File: src/rtl/ysyx_22041207_pipe_ctrl.sv
// Hazard/sequencing controller: hold and flush controls for the 5-stage pipeline registers.
// Optional perf counters are enabled with `define YSYX_22041207_PIPE_PERF_EN.
module ysyx_22041207_pipe_ctrl #(
    parameter int LOAD_LAT = 1,
    parameter int CNT_W    = 3
) (
    input  logic        clk,
    input  logic        rst_n,
    input  logic [4:0]  id_rs1,
    input  logic [4:0]  id_rs2,
    input  logic        id_use_rs1,
    input  logic        id_use_rs2,
    input  logic [4:0]  ex_rd,
    input  logic        ex_is_load,
    input  logic        ex_mc_start,
    input  logic        ex_mc_done,
    input  logic        ex_redirect,
    input  logic        mem_wait,
    output logic        pc_hold,
    output logic        if_id_bubble,
    output logic        if_id_flush,
    output logic        id_ex_bubble,
    output logic        id_ex_flush,
    output logic        ex_mem_bubble,
    output logic        ex_mem_flush,
    output logic        mem_wb_flush,
    output logic [31:0] perf_stall_cnt,
    output logic [31:0] perf_flush_cnt
);

    typedef enum logic [1:0] {RUN, LDU, MCW} state_t;

    state_t             state_reg, state_next;
    logic [CNT_W-1:0]   ldu_cnt_reg, ldu_cnt_next;
    logic               redir_pend_reg, redir_pend_next;
    logic               mc_done_seen_reg, mc_done_seen_next;
    logic               hz;
    logic               redir_svc;

    assign hz = ex_is_load && (ex_rd != 5'd0) &&
                ((id_use_rs1 && (id_rs1 == ex_rd)) || (id_use_rs2 && (id_rs2 == ex_rd)));

    always_ff @(posedge clk or negedge rst_n) begin
        if (!rst_n) begin
            state_reg        <= RUN;
            ldu_cnt_reg      <= '0;
            redir_pend_reg   <= 1'b0;
            mc_done_seen_reg <= 1'b0;
        end else begin
            state_reg        <= state_next;
            ldu_cnt_reg      <= ldu_cnt_next;
            redir_pend_reg   <= redir_pend_next;
            mc_done_seen_reg <= mc_done_seen_next;
        end
    end

    always_comb begin
        state_next        = state_reg;
        ldu_cnt_next      = ldu_cnt_reg;
        redir_pend_next   = redir_pend_reg;
        mc_done_seen_next = mc_done_seen_reg;
        redir_svc         = 1'b0;
        pc_hold           = 1'b0;
        if_id_bubble      = 1'b0;
        if_id_flush       = 1'b0;
        id_ex_bubble      = 1'b0;
        id_ex_flush       = 1'b0;
        ex_mem_bubble     = 1'b0;
        ex_mem_flush      = 1'b0;
        mem_wb_flush      = 1'b0;

        if (!rst_n) begin
            // Drain the whole pipeline while reset is held.
            if_id_flush  = 1'b1;
            id_ex_flush  = 1'b1;
            ex_mem_flush = 1'b1;
            mem_wb_flush = 1'b1;
        end else if (mem_wait) begin
            pc_hold       = 1'b1;
            if_id_bubble  = 1'b1;
            id_ex_bubble  = 1'b1;
            ex_mem_bubble = 1'b1;
            mem_wb_flush  = 1'b1;
            if (ex_redirect) redir_pend_next   = 1'b1;
            if (ex_mc_done)  mc_done_seen_next = 1'b1;
        end else begin
            case (state_reg)
                RUN: begin
                    // A start that completes in the same cycle never enters the wait state.
                    if (ex_mc_start && !ex_mc_done) begin
                        state_next   = MCW;
                        pc_hold      = 1'b1;
                        if_id_bubble = 1'b1;
                        id_ex_bubble = 1'b1;
                        ex_mem_flush = 1'b1;
                        if (ex_redirect) redir_pend_next = 1'b1;
                    end else if (ex_redirect || redir_pend_reg) begin
                        if_id_flush     = 1'b1;
                        id_ex_flush     = 1'b1;
                        redir_pend_next = 1'b0;
                        redir_svc       = 1'b1;
                    end else if (hz) begin
                        pc_hold      = 1'b1;
                        if_id_bubble = 1'b1;
                        id_ex_flush  = 1'b1;
                        if (LOAD_LAT > 1) begin
                            state_next   = LDU;
                            ldu_cnt_next = CNT_W'(LOAD_LAT - 1);
                        end
                    end
                end
                LDU: begin
                    if (ex_redirect || redir_pend_reg) begin
                        if_id_flush     = 1'b1;
                        id_ex_flush     = 1'b1;
                        redir_pend_next = 1'b0;
                        redir_svc       = 1'b1;
                        state_next      = RUN;
                        ldu_cnt_next    = '0;
                    end else begin
                        pc_hold      = 1'b1;
                        if_id_bubble = 1'b1;
                        id_ex_flush  = 1'b1;
                        ldu_cnt_next = ldu_cnt_reg - CNT_W'(1);
                        if (ldu_cnt_reg <= CNT_W'(1)) state_next = RUN;
                    end
                end
                MCW: begin
                    pc_hold      = 1'b1;
                    if_id_bubble = 1'b1;
                    id_ex_bubble = 1'b1;
                    ex_mem_flush = 1'b1;
                    if (ex_redirect) redir_pend_next = 1'b1;
                    if (ex_mc_done || mc_done_seen_reg) begin
                        state_next        = RUN;
                        mc_done_seen_next = 1'b0;
                    end
                end
                default: state_next = RUN;
            endcase
        end
    end

`ifdef YSYX_22041207_PIPE_PERF_EN
    logic [31:0] perf_stall_reg;
    logic [31:0] perf_flush_reg;

    always_ff @(posedge clk or negedge rst_n) begin
        if (!rst_n) begin
            perf_stall_reg <= '0;
            perf_flush_reg <= '0;
        end else begin
            if (pc_hold && (perf_stall_reg != 32'hFFFF_FFFF))
                perf_stall_reg <= perf_stall_reg + 32'd1;
            if (redir_svc && (perf_flush_reg != 32'hFFFF_FFFF))
                perf_flush_reg <= perf_flush_reg + 32'd1;
        end
    end

    assign perf_stall_cnt = perf_stall_reg;
    assign perf_flush_cnt = perf_flush_reg;
`else
    assign perf_stall_cnt = 32'd0;
    assign perf_flush_cnt = 32'd0;
`endif

endmodule

File: config.mk
export PLATFORM = sky130hd
export DESIGN_NAME = ysyx_22041207_pipe_ctrl
export DESIGN_NICKNAME = d
export VERILOG_FILES = /design/src/rtl/ysyx_22041207_pipe_ctrl.sv
export SDC_FILE = /design/constraint.sdc
export NUM_CORES = 1
export LEC_CHECK = 0
export CAP_MARGIN = 5
export CORE_ASPECT_RATIO = 1.75
export CORE_UTILIZATION = 27
export DETAILED_ROUTE_END_ITERATION = 16
export PLACE_DENSITY = 0.82
export SLEW_MARGIN = 20
export SYNTH_ARGS = -nofsm -noshare
export SYNTH_HDL_FRONTEND = slang
export SYNTH_SLANG_ARGS = --single-unit
export TNS_END_PERCENT = 30
File: constraint.sdc
create_clock -name clk -period 2.25 [get_ports clk]
set_clock_uncertainty 0.05 [all_clocks]
set_input_delay 0.45 -clock clk [delete_from_list [all_inputs] [get_ports clk]]
set_output_delay 0.45 -clock clk [all_outputs]
set_load 0.05 [all_outputs]
==> impl_metrics.yaml <==
synthesis:
  syn_area_um2: 825
  synth_cell_types: 21
  ys_ff_latch: 3
  yosys-top-cells-area: "buf_4, dfrtp_1, xor2_1"
  ys_warn_count: 0
  synth.largest_area_cell: "buf_4"
  synth.top_cell.area_share: 0.592
  syn_inst: 108
  ys_seq_area_frac: 0.0910
  syn_area_per_cell_um2: 7.63
global_route:
  grt_max_degree: 6
  grt_usage: 0.0975
  gr-total-overflow: 0
  grt_pass1_wl_um: 2370
  grt_pass1_vias: 565
  antenna_found_initial: 0
setup_path:
  crit_path_top_delay_cell: "o31ai_4"
  path_max_fanout: 3
  crit_chain: "buf_12 > xor2_4 > nor4_4 > a32oi_4 > o31ai_4 > buf_6"
  crit_family: "compound AO/OA/AOI/OAI gates"
  worstSetupEndpointType: "output port"
  worst-setup-path-type: "input pin to output port"
  cp-start-kind: "input pin"
  crit_arrival_ns: 1.74
  critPathBufInv: 2
  crit_path_max_incr_delay_ns: 0.32
  cp.required_ns: 1.75
run_status:
  outcome: "complete, but fails checks"
  violations: "design-rule violations"
detailed_routing:
  wire_per_inst_um: 8.98
  viasPerCell: 3.63
  routed_wl_um: 1600
  drt_iter0_markers: 13
  via_count: 647
  drc: 8
  drt_first_pass_iters: 10
  ant_nets: 0
cts:
  cts.hold.buffers_added: 0
  clock_sinks: 3
  clock_path_buffers: 2
  cts_max_level: 1
  cts-root-buf: "clkbuf_8"
  clkSlewWorstSetupHoldPaths_ns: 0.03
  numCtsBuffers: 3
  clock_latency_ns: 0.21
  cts_tree: "built"
place:
  dp_hpwl_um: 1360
  portBuffers: 31
  routabilityCongestion: 0.656
pwr:
  ir_drop_uv: 416
  fin_total_pwr_mw: 0.689
  power.static_leakage_nw: 0.630
  power_density_nw_per_um2: 580
sta:
  setup_tns_ns: 0
  rsz0062_at_grt: "yes"
  final-hold-violation-count: 0
  final-setup-viol-count: 0
  fmax_ghz: 0.446
  min_period_ns: 2.24
  maxSlewViolCount: 0
  final.period_utilization: 0.996
job:
  cap_viol_max_count: 0
floorplanning:
  placementRows: 26
  coreArea_um2: 2900
  die_w_um: 43.8
  io_pins: 96
  die_height_um: 75.1
  start_util: 0.285
  fp.dieArea_um2: 3290
final_layout:
  finish.net_count: 175
  synthToLayoutAreaGrowth_pct: 44.0
  layout_common_cells: "conb_1, buf_4, buf_6"
  final_common_cell: "conb_1"
  nFillCells: 299
  drive_gt1_frac: 0.307
  antenna_cells: 0
  final_util: 0.410
min_path:
  hold_class: "flip-flop to flip-flop"
## through the flow
| stage | cell area [um^2] | cells | setup WS, ns | hold slack [ns] |
|---|---|---|---|---|
| finish | 1190 | 178 | 0.00843 | 0.456 |
| global route | 1190 | 178 | -0.0328 | 0.493 |
| CTS | 1100 | 177 | 0.000576 | 0.462 |
| detailed placement | 1040 | 172 | -0.420 | 0.457 |
| global placement | 1040 | 172 | -0.393 | 0.423 |
| floorplan | 1100 | 171 | -0.182 | 0.104 |
## synthesized netlist by cell type
library cell	n
xnor2_1	2
nor2b_1	1
o31ai_1	2
and2_1	1
nand2b_1	2
a21oi_1	2
o31ai_2	1
nand2_1	3
dfrtp_1	3
nor4_2	1
nor4_1	1
or4_1	1
a32oi_1	1
and2_0	1
conb_1	1
o21a_1	1
nor2_1	4
buf_4	65
xor2_1	8
inv_1	2
o21ai_0	5
## cell type report
type | instances | area (um^2) | share of cell area
clock buffers | 4 | 45.0 | 0.0379
well taps | 28 | 35.0 | 0.0295
multi-input cells | 101 | 627 | 0.528
repair buffers | 40 | 398 | 0.335
inverters | 2 | 7.51 | 0.00632
flip-flops and latches | 3 | 75.1 | 0.0632
## what timing repair did
action                     CTS  global route
setup endpoints to repair    4             3
pin swaps                   13             9
gates resized for setup     53            26
buffers inserted             1             1
## power breakdown
| part | internal, mW | switching [mW] |
|---|---|---|
| sequential | 0.0627 | 0.00724 |
| combinational | 0.111 | 0.353 |
| clock | 0.121 | 0.0350 |
## logic make-up after synthesis
| logic type | after synthesis | share of synthesized area |
|---|---|---|
| buf+inv | 67 | 0.601 |
| simple gates | 15 | 0.102 |
| compound gates | 12 | 0.0956 |
| xor+xnor | 10 | 0.106 |
| flops | 3 | 0.0910 |
| other cells | 1 | 0.00455 |
## layer usage
layer,track usage,share of wire,up-vias
met2,0.196,0.61,58
met3,0.0216,0.097,2
li1,-,-,301
met1,0.0893,0.28,286
met4,0.0417,0.0063,0
met5,0,0,-
## worst paths after layout
kind | startpoint | endpoint | slack (ns) | cells after the start
hold reg to reg | redir_pend_reg$_DFFE_PN0P_ | redir_pend_reg$_DFFE_PN0P_ | 0.46 | 1
setup / recovery | ex_rd[0] | pc_hold | 0.008 | 6
hold / removal | redir_pend_reg$_DFFE_PN0P_ | redir_pend_reg$_DFFE_PN0P_ | 0.46 | 1
max in group asynchronous | rst_n | redir_pend_reg$_DFFE_PN0P_ | 1.43 | 2
min in group asynchronous | rst_n | state_reg[1]$_DFFE_PN0P_ | 0.62 | 2
setup reg to reg | state_reg[1]$_DFFE_PN0P_ | redir_pend_reg$_DFFE_PN0P_ | 0.93 | 4
## worst register-to-register path, cell delays in order (launching register included)
cell and delay, ns:
dfrtp_1 0.41, o31ai_2 0.29, inv_1 0.13, buf_4 0.15, o21a_1 0.16
(Power assumes the default switching activity.)
